===== src/rtl/spi_master_cmd.sv =====
`default_nettype none
// ============================================================================
// Module   : spi_master_cmd
// Purpose  : SPI mode-0 master that sends one 32-bit command frame
//            {cmd_code, cmd_data} per accepted request, MSB first, and
//            captures the 32-bit MISO response in the same frame.
// Ports    : clk, rst         - system clock, synchronous active-high reset
//            cmd_valid/ready  - request handshake (ready only in IDLE)
//            cmd_code/data    - 16-bit command and data fields
//            resp_valid       - one-cycle pulse when rx_data is updated
//            rx_data          - captured MISO word, first bit in bit 31
//            busy             - accept through end of inter-frame gap
//            cs_n/sclk/mosi   - SPI outputs (sclk idles low)
//            miso             - SPI input, already synchronised
// Revision : 1.0 - initial release
// ============================================================================
module spi_master_cmd #(
  parameter int CLK_DIV  = 4,  // sclk half-period in clk cycles, 2..255
  parameter int CS_SETUP = 4,  // cs_n low to start of first sclk low phase
  parameter int CS_HOLD  = 4,  // last sclk fall to cs_n high, >= 1
  parameter int CS_IDLE  = 8   // minimum cs_n high time between frames, >= 1
) (
  input  logic        clk,
  input  logic        rst,
  input  logic        cmd_valid,
  output logic        cmd_ready,
  input  logic [15:0] cmd_code,
  input  logic [15:0] cmd_data,
  output logic        resp_valid,
  output logic [31:0] rx_data,
  output logic        busy,
  output logic        cs_n,
  output logic        sclk,
  output logic        mosi,
  input  logic        miso
);

  localparam logic [15:0] c_setup     = 16'(CS_SETUP);
  localparam logic [15:0] c_div_last  = 16'(CLK_DIV - 1);
  localparam logic [15:0] c_hold_last = 16'(CS_HOLD - 1);
  localparam logic [15:0] c_idle_last = 16'(CS_IDLE - 1);

  typedef enum logic [2:0] {
    IDLE  = 3'd0,
    SETUP = 3'd1,
    SHIFT = 3'd2,
    HOLD  = 3'd3,
    GAP   = 3'd4
  } state_t;

  state_t      state_q;
  logic [15:0] cnt_q;
  logic [5:0]  bit_cnt_q;
  logic [31:0] tx_sr_q;
  logic [31:0] rx_sr_q;
  logic [31:0] rx_data_q;
  logic        cmd_ready_q;
  logic        busy_q;
  logic        resp_valid_q;
  logic        cs_n_q;
  logic        sclk_q;
  logic        mosi_q;

  always_ff @(posedge clk) begin
    if (rst) begin
      state_q      <= IDLE;
      cnt_q        <= 16'd0;
      bit_cnt_q    <= 6'd0;
      tx_sr_q      <= 32'd0;
      rx_sr_q      <= 32'd0;
      rx_data_q    <= 32'd0;
      cmd_ready_q  <= 1'b1;
      busy_q       <= 1'b0;
      resp_valid_q <= 1'b0;
      cs_n_q       <= 1'b1;
      sclk_q       <= 1'b0;
      mosi_q       <= 1'b0;
    end else begin
      resp_valid_q <= 1'b0;
      case (state_q)
        IDLE: begin
          if (cmd_valid && cmd_ready_q) begin
            tx_sr_q     <= {cmd_code, cmd_data};
            cmd_ready_q <= 1'b0;
            busy_q      <= 1'b1;
            cnt_q       <= 16'd0;
            state_q     <= SETUP;
          end
        end

        // The first SETUP cycle drops cs_n (one cycle after accept); the
        // following CS_SETUP cycles are the chip-select setup time.
        SETUP: begin
          if (cnt_q == 16'd0) begin
            cs_n_q <= 1'b0;
            mosi_q <= tx_sr_q[31];
          end
          if (cnt_q == c_setup) begin
            cnt_q     <= 16'd0;
            bit_cnt_q <= 6'd0;
            state_q   <= SHIFT;
          end else begin
            cnt_q <= cnt_q + 16'd1;
          end
        end

        // Each half-period ends with an sclk toggle. MISO is sampled on the
        // rising toggle, the next MOSI bit is presented on the falling one.
        SHIFT: begin
          if (cnt_q == c_div_last) begin
            cnt_q  <= 16'd0;
            sclk_q <= ~sclk_q;
            if (!sclk_q) begin
              rx_sr_q <= {rx_sr_q[30:0], miso};
            end else if (bit_cnt_q == 6'd31) begin
              state_q <= HOLD;
            end else begin
              bit_cnt_q <= bit_cnt_q + 6'd1;
              tx_sr_q   <= {tx_sr_q[30:0], 1'b0};
              mosi_q    <= tx_sr_q[30];
            end
          end else begin
            cnt_q <= cnt_q + 16'd1;
          end
        end

        HOLD: begin
          if (cnt_q == c_hold_last) begin
            cs_n_q       <= 1'b1;
            mosi_q       <= 1'b0;
            rx_data_q    <= rx_sr_q;
            resp_valid_q <= 1'b1;
            cnt_q        <= 16'd0;
            state_q      <= GAP;
          end else begin
            cnt_q <= cnt_q + 16'd1;
          end
        end

        GAP: begin
          if (cnt_q == c_idle_last) begin
            cmd_ready_q <= 1'b1;
            busy_q      <= 1'b0;
            cnt_q       <= 16'd0;
            state_q     <= IDLE;
          end else begin
            cnt_q <= cnt_q + 16'd1;
          end
        end

        default: state_q <= IDLE;
      endcase
    end
  end

  assign cmd_ready  = cmd_ready_q;
  assign busy       = busy_q;
  assign resp_valid = resp_valid_q;
  assign rx_data    = rx_data_q;
  assign cs_n       = cs_n_q;
  assign sclk       = sclk_q;
  assign mosi       = mosi_q;

endmodule
`default_nettype wire


===== config.mk =====
export PLATFORM = sky130hd
export DESIGN_NAME = spi_master_cmd
export DESIGN_NICKNAME = d
export VERILOG_FILES = /design/src/rtl/spi_master_cmd.sv
export SDC_FILE = /design/constraint.sdc
export NUM_CORES = 1
export LEC_CHECK = 0
export ABC_AREA = 1
export BUFFER_PORTS_ARGS = -buffer_cell sky130_fd_sc_hd__buf_2
export CAP_MARGIN = 15
export CORE_UTILIZATION = 45
export CTS_BUF_LIST = sky130_fd_sc_hd__clkbuf_16
export CTS_CLUSTER_DIAMETER = 120
export DETAILED_ROUTE_END_ITERATION = 8
export HOLD_SLACK_MARGIN = 0.05
export SYNTH_ARGS = -nofsm -noshare
export SYNTH_HDL_FRONTEND = slang
export SYNTH_SLANG_ARGS = --single-unit

===== constraint.sdc =====
create_clock -name clk -period 2.1 [get_ports clk]
set_input_delay 0.42 -clock clk [delete_from_list [all_inputs] [get_ports clk]]
set_output_delay 0.42 -clock clk [all_outputs]
set_load 0.03 [all_outputs]

==> reports/metrics.yaml, run 1 <==
cells_and_area:
  drive_gt1_frac: 0.1580
  nets: 874
  fillCellCount: 1118
  final_cell_mix: "197 x nand2_1, 127 x dfxtp_1, 115 x nor2_1"
  final_area_um2: 6445
  final_common_cell: "nand2_1"
  antennaDiodeCount: 0
  fin_util: 0.5549
  areaGrowthSynthToFinish_pct: 18.03
worst_setup_path:
  crit_family: "simple AND/OR/NAND/NOR gates"
  reg2reg_depth: 9
  crit_slowest_cell: "dfxtp_1"
  cp-startpoint: "cnt_q[1]$_SDFFE_PP0P_"
  r2r-end: "tx_sr_q[14]$_SDFFE_PP0P_"
  arrival_ns: 2.16
  path_buf_inv: 1
  end_kind: "register"
  start_kind: "register"
  cp-endpoint: "tx_sr_q[14]$_SDFFE_PP0P_"
  required_ns: 2.41
  worstPathMaxFanout: 26
  worstPathCellList: "ha_1, nand2_1, nor2_2, nand3_2, nand2_4, nand2_4, buf_4, o21ai_0, nor2_1"
  reg2reg_slack_ns: 0.25
  r2r-start: "cnt_q[1]$_SDFFE_PP0P_"
  critPathMaxStageDelay_ns: 0.38
  cp.depth: 9
  crit_type: "register to register"
  cp_common_cell: "nand2_4"
die:
  num_rows: 39
  boundaryPins: 74
  die-width_um: 112.2
  start_util: 0.4702
  core_um2: 11610
  die_y_um: 112.2
  dieArea_um2: 12580
place:
  port_buffers: 73
  post-dp-hpwl_um: 7837
  place.gp.congestion: 0.8359
  post_dp_cell_area_um2: 5859
routing:
  dr.pass1.iters: 8
  wl_per_cell_um: 11.71
  drc: 2
  viasPerCell: 4.847
  detailedRoute.firstIterationViolations: 299
  drt_wl_total_um: 11610
  vias: 4803
  postRouteAntennaNets: 0
sta:
  setup_viol: 0
  hold_violations: 0
  period_minus_slack_ns: 1.855
  setup_tns_ns: 0
  slew_viol_final: 0
  hold-worst-slack_ns: 0.2951
  clock_skew_ns: 0.01088
  slew_headroom: 0.6096
  maxClockFrequency_ghz: 0.5391
  tightest_slew_ns: 0.5847
  rsz0062_at_grt: "no"
  min_period_over_period: 0.8833
clock_tree:
  cts_buffer_depth: 2
  cts-root-buf: "clkbuf_16"
  cts.sinks: 127
  cts_tree: "built"
  clk_latency_ns: 0.42
  htree_levels: 4
  ctsHoldBuffers: 0
  cts_setup_buffers: 0
  ctsResizeCount: 0
  cts-buffers-inserted: 17
  clkSlewWorstSetupHoldPaths_ns: 0.06
global_routing:
  grt_pass1_wl_um: 20360
  grt-ovfl-total: 0
  grtUsageTotal: 0.2006
  antenna_found_initial: 0
  grt_pass1_vias: 4573
  grt_max_degree: 65
logic_synthesis:
  synth.yosys.seq_area_share: 0.4656
  synth_seq_cells: 127
  syn-cell-area_um2: 5460
  synth_cell_type_count: 32
  yosysWarnings: 0
  async_reset_ff_frac: 0
  synth_edf_count: 0
  syn_nets: 808
  avgSynthCellArea_um2: 7.100
  ys.flop_type: "dfxtp_1"
  syn_inst: 769
pwr:
  peakVddDrop_mv: 0.6580
  p_per_area_nw_per_um2: 1205
  finalPower_mw: 7.767
  p_leak_nw: 2.878
job:
  drv_cap: 0
run_status:
  status: "finished with violations"
  violations: "DRC"
hold_path:
  holdPathStages: 3
  hold_class: "input pin to register"
-- metrics by stage --
step	setup slack, ns	cells
3_5_place_dp	0.1205	959
3_3_place_gp	0.2482	959
6_report	0.2451	991
5_1_grt	0.08605	991
2_1_floorplan	0.5972	769
4_1_cts	0.1209	991
-- metal layers --
metal,vias up,part of all wire,track usage
met5,-,0,0
met1,2143,0.48,0.2467
met3,15,0.052,0.06587
met2,85,0.46,0.3271
li1,2560,-,-
met4,0,0.014,0.07556
-- worst min-delay path by stage --
stage               slack [ns]                startpoint                       end
global route              0.31                      miso   rx_sr_q[0]$_SDFFE_PP0P_
floorplan                 0.42   tx_sr_q[0]$_SDFFE_PP0P_   tx_sr_q[0]$_SDFFE_PP0P_
CTS                       0.28                      miso   rx_sr_q[0]$_SDFFE_PP0P_
finish                    0.30                      miso   rx_sr_q[0]$_SDFFE_PP0P_
detailed placement        0.44  rx_data[15]$_SDFFE_PP0P_  rx_data[15]$_SDFFE_PP0P_
global placement          0.43   tx_sr_q[0]$_SDFFE_PP0P_   tx_sr_q[0]$_SDFFE_PP0P_
-- synth_stat cells, types with 3 or more instances --
| cell | instances | share of area |
|---|---|---|
| nor3_1 | 5 | 0.0046 |
| nand2_1 | 198 | 0.14 |
| dfxtp_1 | 127 | 0.47 |
| nand4_1 | 5 | 0.0057 |
| o21ai_1 | 48 | 0.044 |
| nand3_2 | 3 | 0.0055 |
| buf_6 | 11 | 0.023 |
| xor2_1 | 8 | 0.013 |
| inv_2 | 5 | 0.0034 |
| ha_1 | 3 | 0.0069 |
| nand3_1 | 19 | 0.017 |
| o21ai_0 | 58 | 0.053 |
| nand2_2 | 4 | 0.0046 |
| inv_1 | 74 | 0.051 |
| a21oi_1 | 45 | 0.041 |
| buf_2 | 13 | 0.012 |
| clkbuf_1 | 9 | 0.0062 |
| nor2_1 | 115 | 0.079 |
-- flip-flops by register name (all words and copies together), names as in the netlist, 3 cells and up --
name	cells
rx_data	32
rx_sr_q	32
tx_sr_q	32
cnt_q	16
bit_cnt_q	6
state_q	3
-- logic make-up after synthesis --
family	count (synthesis)	share of synthesized area
AO/OA/AOI/OAI	157	0.1478
XOR/XNOR	9	0.01444
adder cells (fa/ha/maj)	3	0.006875
buffers and inverters	116	0.09830
flip-flops	127	0.4656
AND/OR/NAND/NOR	357	0.2670
-- worst reg2reg max path, stage by stage (launching register included) --
cell	delay, ns
dfxtp_1	0.38
ha_1	0.23
nand2_1	0.08
nor2_2	0.19
nand3_2	0.12
nand2_4	0.13
nand2_4	0.11
buf_4	0.24
o21ai_0	0.20
nor2_1	0.05
-- power breakdown --
| group | switching (mW) | total, mW | leakage (nW) | internal, mW |
|---|---|---|---|---|
| Combinational | 1.36 | 1.98 | 1.56 | 0.618 |
| Sequential | 0.181 | 2.90 | 1.03 | 2.72 |
| Clock | 1.12 | 2.88 | 0.288 | 1.76 |
-- final cells by class --
| type | count | area, um^2 | area share |
|---|---|---|---|
| flip-flops and latches | 127 | 2542 | 0.3945 |
| clock buffers | 17 | 425.4 | 0.06601 |
| clock inverters | 15 | 158.9 | 0.02466 |
| multi-input cells | 526 | 2384 | 0.3698 |
| repair buffers | 83 | 452.9 | 0.07028 |
| well taps | 143 | 178.9 | 0.02776 |
| inverters | 80 | 302.8 | 0.04698 |
No activity file was read; power rests on OpenSTA's default activity.
==> run 2: changes to the inputs <==
--- a/config.mk
+++ b/config.mk
@@ -9,10 +9,10 @@
 export BUFFER_PORTS_ARGS = -buffer_cell sky130_fd_sc_hd__buf_2
 export CAP_MARGIN = 15
 export CORE_UTILIZATION = 45
-export CTS_BUF_LIST = sky130_fd_sc_hd__clkbuf_16
 export CTS_CLUSTER_DIAMETER = 120
 export DETAILED_ROUTE_END_ITERATION = 8
 export HOLD_SLACK_MARGIN = 0.05
+export PLACE_DENSITY = 0.77
 export SYNTH_ARGS = -nofsm -noshare
 export SYNTH_HDL_FRONTEND = slang
 export SYNTH_SLANG_ARGS = --single-unit
==> reports/metrics.yaml, run 2 (synthesis gave the netlist of run 1 again) <==
cells_and_area:
  final_area_um2: 6445  # unchanged
  nets: 872  # -0.23%
  final_common_cell: "nand2_1"
  antennaDiodeCount: 0  # unchanged
  drive_gt1_frac: 0.1572  # -0.0008085
  final_cell_mix: "197 x nand2_1, 127 x dfxtp_1, 115 x nor2_1"
  fin_util: 0.5549  # unchanged
  areaGrowthSynthToFinish_pct: 18.03  # unchanged
  stdcell_count: 989  # -0.20%
routing:
  viasPerCell: 4.926  # +1.6%
  postRouteAntennaNets: 0  # unchanged
  detailedRoute.firstIterationViolations: 283  # -5.4%
  vias: 4872  # +1.4%
  drc: 1  # -1
  dr.pass1.iters: 7  # -1
  drt_wl_total_um: 11390  # -1.9%
  wl_per_cell_um: 11.51  # -1.7%
global_routing:
  antenna_found_initial: 0  # unchanged
  gr-usage-met3: 0.04644  # -0.01944
  grt_pass1_wl_um: 19730  # -3.1%
  grt_max_degree: 66  # +1.5%
  grtUsageTotal: 0.1943  # -0.006225
  grt-ovfl-total: 0  # unchanged
  use_met1: 0.2351  # -0.01161
  grt_pass1_vias: 4515  # -1.3%
  gr-usage-met2: 0.3288  # +0.001656
  top_usage_layer: "met2"
place:
  post-dp-hpwl_um: 7223  # -7.8%
  port_buffers: 73  # unchanged
  dpl.cell_count: 957  # -0.21%
  post_dp_cell_area_um2: 5857  # about the same
  place.gp.congestion: 0.8301  # -0.69%
pwr:
  peakVddDrop_mv: 0.6280  # -4.6%
  p_leak_nw: 2.860  # -0.61%
  p_per_area_nw_per_um2: 1206  # about the same
  finalPower_mw: 7.774  # about the same
clock_tree:
  ctsResizeCount: 0  # unchanged
  clk_latency_ns: 0.42  # about the same
  cts-root-buf: "clkbuf_16"
  htree_levels: 4  # unchanged
  cts_tree: "built"
  cts_setup_buffers: 0  # unchanged
  cts-buffers-inserted: 17  # unchanged
  cts.sinks: 127  # unchanged
  ctsHoldBuffers: 0  # unchanged
  cts_buffer_depth: 2  # unchanged
  clkSlewWorstSetupHoldPaths_ns: 0.06  # about the same
sta:
  maxClockFrequency_ghz: 0.5511  # +2.2%
  rsz0062_at_grt: "no"
  hold_violations: 0  # unchanged
  slew_headroom: 0.6210  # +0.01136
  clock_skew_ns: 0.01518  # +0.004292 ns
  min_period_over_period: 0.8640  # -0.01926
  period_minus_slack_ns: 1.814  # -0.04044 ns
  tightest_slew_ns: 0.5677  # -0.01701 ns
  slew_viol_final: 0  # unchanged
  setup_viol: 0  # unchanged
  setup_tns_ns: 0  # unchanged
hold_path:
  min_to: "rx_sr_q[0]$_SDFFE_PP0P_"
  holdPathStages: 3  # unchanged
  hold_class: "input pin to register"
  min_from: "miso"
worst_setup_path:
  reg2reg_depth: 10  # +1
  crit_type: "register to register"
  arrival_ns: 2.16  # about the same
  end_kind: "register"
  start_kind: "register"
  worstPathCellList: "ha_1, nand3_1, nor2_1, inv_1, nand3_2, nand2_4, nand2_4, buf_4, o21ai_0, a21oi_1"
  worstPathMaxFanout: 19  # -27%
  required_ns: 2.45  # +0.04 ns
  crit_slowest_cell: "dfxtp_1"
  r2r-end: "tx_sr_q[0]$_SDFFE_PP0P_"
  r2r-start: "bit_cnt_q[0]$_SDFFE_PP0P_"
  reg2reg_slack_ns: 0.29  # +0.04 ns
  cp_common_cell: "nand2_4"
  critPathMaxStageDelay_ns: 0.37  # about the same
die:
  dieArea_um2: 12580  # unchanged
  die-width_um: 112.2  # unchanged
  num_rows: 39  # unchanged
  boundaryPins: 74  # unchanged
  die_y_um: 112.2  # unchanged
  start_util: 0.4702  # unchanged
  core_um2: 11610  # unchanged
job:
  drv_cap: 0  # unchanged
run_status:
  status: "finished with violations"
  violations: "DRC"
==> run 2: cell types whose count changed in the layout (fill, tap and decap cells not counted), moves of 2 or more <==
cell,change
buf_4,-3
inv_6,-2
clkbuf_1,+2
clkinv_1,-2
clkinvlp_4,+3
==> run 2: how the worst max path moves through the flow <==
stage / cells after the start / to / start / slack (ns)
2_1_floorplan: 11 / tx_sr_q[12]$_SDFFE_PP0P_ / bit_cnt_q[0]$_SDFFE_PP0P_ / 0.60
3_3_place_gp: 10 / tx_sr_q[7]$_SDFFE_PP0P_ / bit_cnt_q[0]$_SDFFE_PP0P_ / 0.18
4_1_cts: 10 / tx_sr_q[2]$_SDFFE_PP0P_ / bit_cnt_q[0]$_SDFFE_PP0P_ / 0.01
5_1_grt: 10 / tx_sr_q[0]$_SDFFE_PP0P_ / bit_cnt_q[0]$_SDFFE_PP0P_ / 0.05
3_5_place_dp: 10 / tx_sr_q[23]$_SDFFE_PP0P_ / bit_cnt_q[0]$_SDFFE_PP0P_ / 0.06
6_report: 10 / tx_sr_q[0]$_SDFFE_PP0P_ / bit_cnt_q[0]$_SDFFE_PP0P_ / 0.29
==> run 2: critical path: cells and delay by family (launching register included) <==
kind | cells | cell delay [ns]
AND/OR/NAND/NOR | 5 | 0.61
flip-flops | 1 | 0.37
buffers and inverters | 2 | 0.33
AO/OA/AOI/OAI | 2 | 0.22
adder cells (fa/ha/maj) | 1 | 0.21
==> run 2: cell type report <==
cell class / count / area [um^2]
tap: 143 / 178.9
timing repair buffer: 81 / 450.4
sequential: 127 / 2542
multi-input combinational: 526 / 2384
clock buffer: 19 / 432.9
clock inverter: 13 / 153.9
inverter: 80 / 302.8
fill: 1107 / 5169
==> run 2: power breakdown <==
part	leakage, nW	switching [mW]	internal (mW)
Clock	0.273	1.13	1.77
Sequential	1.03	0.177	2.72
Combinational	1.55	1.37	0.613
==> run 2: per-layer routing <==
layer | vias to the layer above | part of all wire
met5 | - | 0
met4 | 0 | 0.012
met3 | 13 | 0.038
met2 | 92 | 0.48
met1 | 2207 | 0.47
li1 | 2560 | -
==> run 2: per-stage QoR <==
stage,hold slack [ns],worst slack (ns)
after floorplan,0.4246,0.5972
after global placement,0.4340,0.1807
after detailed placement,0.4406,0.05575
after CTS,0.2837,0.009670
after global routing,0.3133,0.04650
final,0.2826,0.2856
